--- src/rtl/std_afifo_wr_arb.sv ---
// Packet-aware round-robin write-port arbiter for one std_afifo.
// A requester keeps the grant for a whole packet; writes are throttled by the
// FIFO's afull flag, and a requester that stalls mid-packet loses the grant
// after STALL_TIMEOUT idle cycles. Overflow and timeout events are latched in
// sticky flags for software.
module std_afifo_wr_arb #(
  parameter int NUM_REQ       = 4,
  parameter int DATA_WIDTH    = 32,
  parameter int IDW           = 2,
  parameter int STALL_TIMEOUT = 255,
  parameter int TO_WIDTH      = 8
) (
  input  logic                          clk,
  input  logic                          rst,
  input  logic [NUM_REQ-1:0]            req_vld,
  input  logic [NUM_REQ-1:0]            req_last,
  input  logic [NUM_REQ*DATA_WIDTH-1:0] req_data,
  output logic [NUM_REQ-1:0]            req_rdy,
  output logic                          fifo_wen,
  output logic [DATA_WIDTH-1:0]         fifo_wdata,
  input  logic                          fifo_afull,
  input  logic                          fifo_overflow,
  output logic                          grant_vld,
  output logic [IDW-1:0]                grant_id,
  input  logic                          clr_sticky,
  output logic                          ovf_sticky,
  output logic                          to_sticky
);

  typedef enum logic [0:0] {
    IDLE = 1'b0,
    BUSY = 1'b1
  } state_t;

  state_t                  state_r;
  state_t                  state_nxt_s;
  logic [IDW-1:0]          rr_ptr_r;
  logic [IDW-1:0]          rr_ptr_nxt_s;
  logic                    grant_vld_r;
  logic                    grant_vld_nxt_s;
  logic [IDW-1:0]          grant_id_r;
  logic [IDW-1:0]          grant_id_nxt_s;
  logic [TO_WIDTH-1:0]     stall_cnt_r;
  logic [TO_WIDTH-1:0]     stall_cnt_nxt_s;
  logic                    fifo_wen_r;
  logic [DATA_WIDTH-1:0]   fifo_wdata_r;
  logic                    ovf_sticky_r;
  logic                    to_sticky_r;

  logic [2*NUM_REQ-1:0]    rot_s;
  logic [IDW-1:0]          sel_s;
  logic [IDW-1:0]          next_ptr_s;
  logic                    any_vld_s;
  logic                    busy_s;
  logic                    cur_vld_s;
  logic                    cur_last_s;
  logic [DATA_WIDTH-1:0]   cur_data_s;
  logic [NUM_REQ-1:0]      req_rdy_s;
  logic                    xfer_s;
  logic                    stall_s;
  logic                    timeout_s;

  assign busy_s     = (state_r == BUSY);
  assign any_vld_s  = |req_vld;
  assign xfer_s     = busy_s && cur_vld_s && !fifo_afull;
  assign stall_s    = busy_s && !cur_vld_s && !fifo_afull;
  assign timeout_s  = stall_s && (stall_cnt_r == TO_WIDTH'(STALL_TIMEOUT - 1));
  assign next_ptr_s = (grant_id_r == IDW'(NUM_REQ - 1)) ? {IDW{1'b0}} : (grant_id_r + IDW'(1));

  // Circular first-set search starting at rr_ptr; the lowest rotated offset wins.
  always_comb begin : pick_blk
    logic [IDW:0] sum_v;
    rot_s = {req_vld, req_vld} >> rr_ptr_r;
    sel_s = rr_ptr_r;
    sum_v = {(IDW+1){1'b0}};
    for (int k = NUM_REQ - 1; k >= 0; k--) begin
      sum_v = {1'b0, rr_ptr_r} + (IDW+1)'(k);
      sum_v = (sum_v >= (IDW+1)'(NUM_REQ)) ? (sum_v - (IDW+1)'(NUM_REQ)) : sum_v;
      sel_s = rot_s[k] ? sum_v[IDW-1:0] : sel_s;
    end
  end

  // Select the granted requester's beat and drive its ready; all others stay low.
  always_comb begin
    cur_vld_s  = 1'b0;
    cur_last_s = 1'b0;
    cur_data_s = {DATA_WIDTH{1'b0}};
    req_rdy_s  = {NUM_REQ{1'b0}};
    for (int i = 0; i < NUM_REQ; i++) begin
      if (grant_id_r == IDW'(i)) begin
        cur_vld_s    = req_vld[i];
        cur_last_s   = req_last[i];
        cur_data_s   = req_data[i*DATA_WIDTH +: DATA_WIDTH];
        req_rdy_s[i] = busy_s && !fifo_afull;
      end else begin
        req_rdy_s[i] = 1'b0;
      end
    end
  end

  // Next-state logic: grant in IDLE, hold for the packet in BUSY, release on last beat or stall timeout.
  always_comb begin
    state_nxt_s     = state_r;
    grant_vld_nxt_s = grant_vld_r;
    grant_id_nxt_s  = grant_id_r;
    rr_ptr_nxt_s    = rr_ptr_r;
    stall_cnt_nxt_s = stall_cnt_r;
    case (state_r)
      IDLE: begin
        if (any_vld_s) begin
          state_nxt_s     = BUSY;
          grant_vld_nxt_s = 1'b1;
          grant_id_nxt_s  = sel_s;
          stall_cnt_nxt_s = {TO_WIDTH{1'b0}};
        end else begin
          state_nxt_s = IDLE;
        end
      end
      BUSY: begin
        if (xfer_s) begin
          stall_cnt_nxt_s = {TO_WIDTH{1'b0}};
          if (cur_last_s) begin
            state_nxt_s     = IDLE;
            grant_vld_nxt_s = 1'b0;
            rr_ptr_nxt_s    = next_ptr_s;
          end else begin
            state_nxt_s = BUSY;
          end
        end else if (timeout_s) begin
          state_nxt_s     = IDLE;
          grant_vld_nxt_s = 1'b0;
          rr_ptr_nxt_s    = next_ptr_s;
          stall_cnt_nxt_s = {TO_WIDTH{1'b0}};
        end else if (stall_s) begin
          stall_cnt_nxt_s = stall_cnt_r + TO_WIDTH'(1);
        end else begin
          stall_cnt_nxt_s = stall_cnt_r;
        end
      end
      default: begin
        state_nxt_s     = IDLE;
        grant_vld_nxt_s = 1'b0;
      end
    endcase
  end

  // Arbitration state registers.
  always_ff @(posedge clk or posedge rst) begin
    if (rst) begin
      state_r     <= IDLE;
      rr_ptr_r    <= {IDW{1'b0}};
      grant_vld_r <= 1'b0;
      grant_id_r  <= {IDW{1'b0}};
      stall_cnt_r <= {TO_WIDTH{1'b0}};
    end else begin
      state_r     <= state_nxt_s;
      rr_ptr_r    <= rr_ptr_nxt_s;
      grant_vld_r <= grant_vld_nxt_s;
      grant_id_r  <= grant_id_nxt_s;
      stall_cnt_r <= stall_cnt_nxt_s;
    end
  end

  // One-cycle write pipeline; data holds between writes.
  always_ff @(posedge clk or posedge rst) begin
    if (rst) begin
      fifo_wen_r   <= 1'b0;
      fifo_wdata_r <= {DATA_WIDTH{1'b0}};
    end else if (xfer_s) begin
      fifo_wen_r   <= 1'b1;
      fifo_wdata_r <= cur_data_s;
    end else begin
      fifo_wen_r   <= 1'b0;
      fifo_wdata_r <= fifo_wdata_r;
    end
  end

  // Sticky status flags; a set on the same cycle as a clear takes priority.
  always_ff @(posedge clk or posedge rst) begin
    if (rst) begin
      ovf_sticky_r <= 1'b0;
      to_sticky_r  <= 1'b0;
    end else begin
      ovf_sticky_r <= fifo_overflow ? 1'b1 : (clr_sticky ? 1'b0 : ovf_sticky_r);
      to_sticky_r  <= timeout_s     ? 1'b1 : (clr_sticky ? 1'b0 : to_sticky_r);
    end
  end

  assign req_rdy    = req_rdy_s;
  assign fifo_wen   = fifo_wen_r;
  assign fifo_wdata = fifo_wdata_r;
  assign grant_vld  = grant_vld_r;
  assign grant_id   = grant_id_r;
  assign ovf_sticky = ovf_sticky_r;
  assign to_sticky  = to_sticky_r;

endmodule

--- config.mk ---
export PLATFORM = sky130hd
export DESIGN_NAME = std_afifo_wr_arb
export DESIGN_NICKNAME = d
export VERILOG_FILES = /design/src/rtl/std_afifo_wr_arb.sv
export SDC_FILE = /design/constraint.sdc
export NUM_CORES = 1
export LEC_CHECK = 0
export CELL_PAD_IN_SITES_DETAIL_PLACEMENT = 0
export CELL_PAD_IN_SITES_GLOBAL_PLACEMENT = 2
export CORE_ASPECT_RATIO = 1.2
export CORE_MARGIN = 5
export CORE_UTILIZATION = 21
export CTS_BUF_LIST = sky130_fd_sc_hd__clkbuf_4
export CTS_CLUSTER_DIAMETER = 150
export DETAILED_ROUTE_END_ITERATION = 10
export GPL_TIMING_DRIVEN = 0
export PLACE_DENSITY_LB_ADDON = 0.2
export SKIP_CTS_REPAIR_TIMING = 1
export SLEW_MARGIN = 20
export SYNTH_ARGS = -nofsm -noshare
export SYNTH_HDL_FRONTEND = slang
export SYNTH_SLANG_ARGS = --single-unit
--- constraint.sdc ---
create_clock -name clk -period 2.5 [get_ports clk]
set_clock_uncertainty 0.05 [all_clocks]
set_input_delay 0.25 -clock clk [delete_from_list [all_inputs] [get_ports clk]]
set_output_delay 0.25 -clock clk [all_outputs]
set_load 0.01 [all_outputs]
==> impl_metrics.toml <==
[status]
status = "finished, final reports clean"

[route]
via_per_inst = 4.59
drc = 0
postRouteAntennaNets = 0
first_pass_iters = 7
num_vias = 3725
drt_wl_total_mm = 14.6
drt_iter0_drc = 162
routedWlPerCell_um = 17.9

[yosys]
synth_edf_count = 0
synth_top_area_share_pct = 37.0
synth_cell_types = 39
yosysSeqAreaShare_pct = 37.0
synth.cell_area_mm2 = 0.00332
synth_seq_cells = 49
synthArstFlopShare_pct = 100
synth_area_per_cell_um2 = 8.13
yosys_warnings = 0
yosysTopAreaCell = "dfrtp_1"
synth_flop_cell = "dfrtp_1"
syn-num-nets = 555
synthCells = 408
ys_top_cells_by_area = "dfrtp_1 (37%), nor2b_1 (13%), a221oi_1 (8.7%)"

[global_routing]
grt_max_degree = 50
grt_pass1_wl_mm = 22.2
antenna_found_initial = 1
grt_overflow = 0
grt_pass1_vias = 3856
gr-usage-all-layers_pct = 15.3

[clock_network]
clk_path_buf_depth = 2
clk_latency_ns = 0.41
root_buffer = "clkbuf_4"
cts-buffers-inserted = 5
cts_htree_levels = 2
cts_sinks = 49
clkTransAtPathRegs_ns = 0.16
cts_tree = "yes"

[layout]
fillers = 1676
fin_nets = 750
final_area_mm2 = 0.00558
stdcell_count = 812
drive_gt1_share_pct = 6.97
area_delta_synth_final_pct = 68.3

[worst_setup_path]
critPathKind = "reg2out"
startpoint_type = "register"
critPathMaxFanout = 10
reg2reg_slack_ns = 0.10
crit_required_ns = 2.20
critPathArrivalTime_ns = 2.20
cp-end-kind = "primary output"

[sta]
drv_slew = 0
hold_viol_final = 0
whs_ns = 0.233
fmax_mhz = 400
setup_viol = 0
fin_ws_ns = 0.00231
period_share_pct = 99.9
slew-limit-headroom_pct = 56.0
rsz0062_at_grt = "yes"
post-route-min-period_ns = 2.50
worst_slew_pin_slew_ns = 0.660

[placement]
post-place-ws_ns = -0.208
dp_cells = 798
gp_congestion = 0.776
port_buffers = 182
dp_hpwl_mm = 11.4
postPlaceCellArea_mm2 = 0.00540

[power_and_ir_drop]
power_density_mw_per_mm2 = 961
fin_total_pwr_uw = 5360
p_leak_uw = 0.00224
ir_worst_vdd_v = 0.000275

[die]
design.die.area_mm2 = 0.0184
num_io_pins = 183
coreArea_mm2 = 0.0156
die_x_um = 125
start_util_pct = 21.3
placement_rows = 50
die_h_um = 148

[run]
drv_cap = 0

[hold_path]
hp-class = "in2async"
==> cell usage after synthesis, types with 2 or more instances <==
library cell,n
nand3_1,8
nor3_1,34
mux2_4,2
nor2b_1,68
a41oi_1,2
dfrtp_1,49
a221oi_1,33
nand2_2,2
o21ai_0,38
buf_2,6
o21ai_1,2
and2_1,4
a31oi_1,4
nand3b_1,2
ha_1,6
a21o_1,2
o22ai_1,2
nor3_2,2
buf_6,2
nand2_1,39
clkbuf_1,26
a21oi_1,40
inv_1,11
nor2_1,9
==> final timing paths <==
path | start | cells after the start | endpoint
min in group clk | fifo_overflow | 2 | ovf_sticky
worst min-delay path | rst | 2 | to_sticky
max in group asynchronous | rst | 2 | grant_id[0]
worst max register to register | grant_id[0] | 10 | rr_ptr_r[0]
worst min register to register | fifo_wdata[16] | 2 | fifo_wdata[16]
worst max-delay path | grant_id[0] | 6 | req_rdy[2]
==> worst max-delay path: stages, from the launching register on <==
cell             delay, ns
dfrtp_2               0.47
inv_1                 0.12
ha_2                  0.24
buf_6                 0.15
buf_6                 0.14
and2_1                0.12
clkdlybuf4s50_1       0.53
==> kinds of logic (layout without fill, tap and decap cells) <==
logic type | Yosys count | count (layout) | synth area share (%)
AO/OA/AOI/OAI | 131 | 131 | 25.7
adder cells (fa/ha/maj) | 6 | 6 | 2.26
buffers and inverters | 46 | 241 | 5.96
flip-flops | 49 | 49 | 37.0
multiplexers | 2 | 2 | 0.906
other | 0 | 1 | 0
AND/OR/NAND/NOR | 174 | 174 | 28.2
==> per-layer routing <==
layer | vias up | track usage, % | routed length (um)
met5 | - | 0 | 0
met4 | 0 | 3.18 | 162
met3 | 10 | 5.75 | 1100
met2 | 109 | 27.3 | 7520
met1 | 1750 | 17.6 | 5790
li1 | 1856 | - | -
==> cells in the final DEF (no fill, tap or decap), types with 3 or more instances in the layout <==
cell | synthesis | routed
a21oi_1 | 40 | 40
a221oi_1 | 33 | 33
a31oi_1 | 4 | 4
and2_1 | 4 | 4
buf_4 | 0 | 7
buf_6 | 2 | 9
clkbuf_1 | 26 | 21
clkbuf_4 | 0 | 7
clkdlybuf4s50_1 | 0 | 179
dfrtp_1 | 49 | 48
dlymetal6s2s_1 | 0 | 3
ha_1 | 6 | 4
inv_1 | 11 | 9
nand2_1 | 39 | 39
nand3_1 | 8 | 8
nor2_1 | 9 | 9
nor2b_1 | 68 | 68
nor3_1 | 34 | 34
o21ai_0 | 38 | 37
o21ai_1 | 2 | 3
==> cell type report <==
class                      instances  area [um2]  area share [%]
antenna                            1        2.50          0.0448
buffer                            34         205            3.68
clock buffer                       6        45.0           0.807
clock inverter                     1        3.75          0.0673
inverter                          12        50.0           0.897
multi-input combinational        313        1910            34.3
sequential                        49        1230            22.0
tap                              208         260            4.66
timing repair buffer             188        1870            33.6
==> through the flow <==
stage / util (%) / TNS [ns]
4_1_cts: 35.0 / -2.37
5_1_grt: 35.8 / -0.135
3_3_place_gp: 34.7 / -11.81
2_1_floorplan: - / 0
6_report: 35.8 / 0
3_5_place_dp: 34.7 / -0.525
==> flip-flops by register name, summed over array words and instances (netlist names) <==
| register | flops |
|---|---|
| stall_cnt_r | 8 |
| fifo_wdata | 32 |
| to_sticky | 1 |
| ovf_sticky | 1 |
| grant_vld | 1 |
| fifo_wen | 1 |
| busy_s | 1 |
| grant_id | 2 |
| rr_ptr_r | 2 |
==> power by group <==
group | switching, uW | internal [uW]
sequential | 213 | 1100
combinational | 1910 | 1740
clock | 284 | 114
total | 2410 | 2960
Power figures use the tool's default switching activity.
